`config.mk`:
```
export PLATFORM = sky130hd
export DESIGN_NAME = din_sync_debounce
export DESIGN_NICKNAME = d
export VERILOG_FILES = /design/src/rtl/din_sync_debounce.sv
export SDC_FILE = /design/constraint.sdc
export NUM_CORES = 1
export LEC_CHECK = 0
export BUFFER_PORTS_ARGS = -buffer_cell sky130_fd_sc_hd__buf_4
export CAP_MARGIN = 5
export CORE_AREA = 2 2 57 59
export CTS_BUF_LIST = sky130_fd_sc_hd__clkbuf_4 sky130_fd_sc_hd__clkbuf_8
export CTS_CLUSTER_SIZE = 20
export DETAILED_ROUTE_END_ITERATION = 10
export DIE_AREA = 0 0 59 61
export PLACE_DENSITY = 0.56
export SYNTH_ARGS = -nofsm -noshare
export SYNTH_HDL_FRONTEND = slang
export SYNTH_SLANG_ARGS = --single-unit
```
`constraint.sdc`:
```
create_clock -name clk -period 1.3 [get_ports clk]
set_input_delay 0.26 -clock clk [delete_from_list [all_inputs] [get_ports clk]]
set_output_delay 0.26 -clock clk [all_outputs]
set_load 0.005 [all_outputs]
```
`src/rtl/din_sync_debounce.sv`:
```
// Async input receiver: reset-release bridge, input synchronizer, debounce filter,
// clean edge pulses and a wrapping transition counter.
module din_sync_debounce #(
    parameter int unsigned SYNC_STAGES     = 2,
    parameter int unsigned RST_STAGES      = 2,
    parameter int unsigned DEBOUNCE_CYCLES = 4,
    parameter int unsigned CNT_W           = 8
) (
    input  logic             clk,
    input  logic             reset,
    input  logic             d_i,
    input  logic             clr_i,
    output logic             rst_done_o,
    output logic             q_sync_o,
    output logic             q_stable_o,
    output logic             rise_o,
    output logic             fall_o,
    output logic [CNT_W-1:0] edge_cnt_o
);

    localparam int unsigned DB_W = (DEBOUNCE_CYCLES > 1) ? $clog2(DEBOUNCE_CYCLES) : 1;
    localparam logic [DB_W-1:0] DB_LAST = DB_W'(DEBOUNCE_CYCLES - 1);

    logic [RST_STAGES-1:0]  rst_pipe;
    logic [SYNC_STAGES-1:0] sync_pipe;
    logic [DB_W-1:0]        db_cnt;

    logic [DB_W-1:0]        db_cnt_nxt;
    logic                   stable_nxt;
    logic                   rise_nxt;
    logic                   fall_nxt;
    logic [CNT_W-1:0]       edge_cnt_nxt;

    // Reset bridge: asserts with reset, releases after RST_STAGES clean edges.
    always_ff @(posedge clk or negedge reset) begin
        if (!reset) begin
            rst_pipe <= '0;
        end else begin
            rst_pipe <= {rst_pipe[RST_STAGES-2:0], 1'b1};
        end
    end

    assign rst_done_o = rst_pipe[RST_STAGES-1];
    assign q_sync_o   = sync_pipe[SYNC_STAGES-1];

    // Debounce filter, pulse generation and transition count.
    always_comb begin
        db_cnt_nxt   = db_cnt;
        stable_nxt   = q_stable_o;
        rise_nxt     = 1'b0;
        fall_nxt     = 1'b0;
        edge_cnt_nxt = edge_cnt_o;
        if (q_sync_o == q_stable_o) begin
            db_cnt_nxt = '0;
        end else if (db_cnt == DB_LAST) begin
            db_cnt_nxt = '0;
            stable_nxt = q_sync_o;
            rise_nxt   = q_sync_o;
            fall_nxt   = !q_sync_o;
        end else begin
            db_cnt_nxt = db_cnt + 1'b1;
        end
        // Clear first so a coincident transition still counts as one.
        if (clr_i) begin
            edge_cnt_nxt = '0;
        end
        if (rise_nxt || fall_nxt) begin
            edge_cnt_nxt = edge_cnt_nxt + 1'b1;
        end
    end

    // Everything downstream of the bridge holds its reset value until release.
    always_ff @(posedge clk or negedge reset) begin
        if (!reset) begin
            sync_pipe  <= '0;
            db_cnt     <= '0;
            q_stable_o <= 1'b0;
            rise_o     <= 1'b0;
            fall_o     <= 1'b0;
            edge_cnt_o <= '0;
        end else if (rst_done_o) begin
            sync_pipe  <= {sync_pipe[SYNC_STAGES-2:0], d_i};
            db_cnt     <= db_cnt_nxt;
            q_stable_o <= stable_nxt;
            rise_o     <= rise_nxt;
            fall_o     <= fall_nxt;
            edge_cnt_o <= edge_cnt_nxt;
        end
    end

endmodule
```
==> summary.md <==
| Metric | Value |
|---|---|
| Status | `finished with violations` |
| Failing checks | `setup timing` |
| Largest net degree at the start of global routing | `18` |
| Clk pin slew, worst setup/hold paths | `110 ps` |
| Core area | `2950 um2` |
| CP Cell Sequence | `ha_4 -> nand4b_4 -> a2111oi_4 -> xnor2_1` |
| Leakage | `0.608 nW` |
| Placed insts | `142` |
| CP delay by family, top | `flip-flops` |
| Global Route Usage Sum | `0.127` |
| Final hold violations | `0` |
| MaxCap Viol Count | `0` |
| Synth Area in XOR/XNOR | `0.0608` |
| DIE AREA | `3600 um2` |
| DP HPWL | `1.47 mm` |
| Post-synthesis cell count | `78` |
| Crit Path Max Fanout | `6` |
| Mapped cell area | `865 um2` |
| Number of global-route vias before repair | `728` |
| Setup tns final | `-751 ps` |
| Initial antenna violation count | `0` |
| Area growth syn-to-layout | `53.4%` |
| Antenna viol nets, final | `0` |
| Post-layout min period | `1430 ps` |
| Adder-Cell Fraction of Synth Area | `0.0434` |
| Simple-gate share of the synthesized area | `0.172` |
| CTS sink cnt | `17` |
| I/O pins | `17` |
| R2R depth | `4` |
| Die extent in x | `59 um` |
| Via/cell ratio | `4.64` |
| Largest family of logic cells by synthesized area | `simple AND/OR/NAND/NOR gates` |
| PortBufs | `16` |
| Mapped Nets | `85` |
| Seq/Total Area, Yosys | `0.492` |
| Slowest Stage Delay on Critical Path | `440 ps` |
| Syn_area_per_cell | `11.1 um2` |
| Netlist cell types | `26` |
| Top cell type's share of synthesized area | `0.492` |
| Leading cell types in the layout, fill and taps excluded | `buf_4, dfrtp_1, nand2_1, inv_1, xnor2_1` |
| Period utilization | `1.10` |
| Worst path bufs/invs | `0` |
| Most common cell after layout, fill and taps aside | `buf_4` |
| Chip height | `61 um` |
| CTS tree | `yes` |
| Worst clock skew | `2.70 ps` |
| Multiplexer share of the synthesized area | `0.0507` |
| Final setup margin | `-131 ps` |
| Rows | `20` |
| Via count | `701` |
| Nets | `126` |
| Cell Pwr Density | `1090 nW/um2` |
| Synth warn | `0` |
| First-pass GRT wire length | `3.35 mm` |
| Critical Path Source Type | `flop` |
| Top cell type by total area after synthesis | `dfrtp_1` |
| Clock Path Buffers | `2` |
| Placer Congestion | `0.769` |
| Worst Setup End Kind | `flop` |
| Final std cells w/o fill | `151` |
| Area after DPL | `1200 um2` |
| Worst-Skew Late Latency | `300 ps` |
| Routed wire length | `2.00 mm` |
| Setup WS pre-CTS | `-176 ps` |
| Cell depth of the worst setup path | `4` |
| Final Setup Violations | `9` |
| Area contributors post-synth | `dfrtp_1, xnor2_1, a2111oi_2` |
| Crit path kind | `reg2reg` |
| Worst Hold Path Cells | `2` |
| Max IR drop VDD | `619 uV` |
| CTS buffer count | `3` |
| 1st-iter DRT viols | `11` |
| Share of layout cells above drive strength 1 | `0.483` |
| Starting Density | `0.293` |
| Initial DRT Pass Iterations | `2` |
| RSZ-0062 raised after global routing | `yes` |
| Htree depth | `1` |
| N_diodes | `0` |
| Compound-Gate Fraction of Synth Area | `0.137` |
| Root buffer cell | `clkbuf_4` |
| Fmax | `699 MHz` |
| CP arrival | `1620 ps` |
| Required @ worst endpoint | `1490 ps` |
| Per-cell routed wire length | `13.2 um` |
| DR DRC count | `0` |
| Grt total ovfl | `0` |
| Crit-path slowest cell | `dfrtp_2` |
| Worst hold slack | `185 ps` |
| Hold Path Class | `in2reg` |
| Final Cell Area | `1330 um2` |
| #FFs+latches synth | `17` |
| Final max-slew violation count | `0` |
[cell type report]
| cell class | instances | area, um2 |
|---|---|---|
| Clock buffer | 3 | 22.5 |
| Clock inverter | 1 | 7.51 |
| Fill cell | 298 | 1630 |
| Inverter | 8 | 30.0 |
| Multi-Input combinational cell | 52 | 495 |
| Sequential cell | 17 | 430 |
| Tap cell | 33 | 41.3 |
| Timing Repair Buffer | 37 | 299 |
[metal layers]
metal  routed length, um  up-vias  track usage
li1                    -      354            -
met2                1040        8        0.213
met5                   0        -            0
met3                  32        4       0.0192
met4                  38        0       0.0682
met1                 885      335        0.157
[through the flow]
step	power, mW	util
5_1_grt	1.55	0.449
3_3_place_gp	1.01	0.407
4_1_cts	1.43	0.435
2_1_floorplan	0.842	-
3_5_place_dp	1.02	0.407
6_report	1.45	0.449
[power by group]
group          switching [mW]  leakage [nW]  total (mW)  internal, mW
combinational           0.171         0.374       0.461         0.290
sequential             0.0858         0.220       0.683         0.597
clock                   0.186        0.0139       0.304         0.117
total                   0.443         0.608        1.45          1.00
[logic make-up after synthesis]
group | count (synthesis)
other cells | 1
xor+xnor | 6
simple gates | 24
flops | 17
compound gates | 14
fa+ha+maj | 3
mux | 4
buf+inv | 9
[worst paths after layout]
kind / startpoint / slack [ps] / endpoint
worst max-delay path: db_cnt[1]$_DFFE_PN0P_ / -130 / edge_cnt_o[5]$_DFFE_PN0P_
worst min-delay path: d_i / 190 / sync_pipe[0]$_DFFE_PN0P_
worst max register to register: db_cnt[1]$_DFFE_PN0P_ / -130 / edge_cnt_o[5]$_DFFE_PN0P_
worst min register to register: rst_pipe[0]$_DFF_PN0_ / 360 / rst_pipe[1]$_DFF_PN0_
max in group asynchronous: reset / 750 / rst_pipe[1]$_DFF_PN0_
min in group asynchronous: reset / 350 / sync_pipe[0]$_DFFE_PN0P_
[cell usage after synthesis]
master,number
o211ai_1,1
o21ai_0,2
o22a_1,1
inv_1,8
conb_1,1
clkbuf_1,1
nor2_1,1
xnor2_1,6
a22o_1,1
nand4b_2,2
a2111oi_2,3
nand2_1,12
o22ai_1,2
mux2i_1,1
o2111ai_1,1
and2_1,1
mux2_2,3
ha_1,3
a21oi_1,2
nor4bb_1,1
and3b_1,2
dfrtp_1,17
nor2b_1,2
nand2b_1,1
o31ai_1,1
nand4b_1,2
[flip-flops by register name, summed over array words and instances, names as in the netlist]
signal and count:
rst_pipe 2, edge_cnt_o 8, q_stable_o 1, sync_pipe 2, db_cnt 2, rise_o 1, fall_o 1
[worst register-to-register path, delay by kind of cell (launching register included)]
kind / cells / cell delay (ps)
xor+xnor: 1 / 120
flops: 1 / 440
fa+ha+maj: 1 / 170
compound gates: 1 / 410
simple gates: 1 / 180
[timing repair]
action                                  CTS  global route
buffers inserted                          1             3
endpoints found under the setup margin   11            12
hold buffers                              1             0
hold endpoints to repair                 17             0
pin swaps                                 4             3
gates resized for setup                   8             6
No activity file was read; power rests on OpenSTA's default activity.
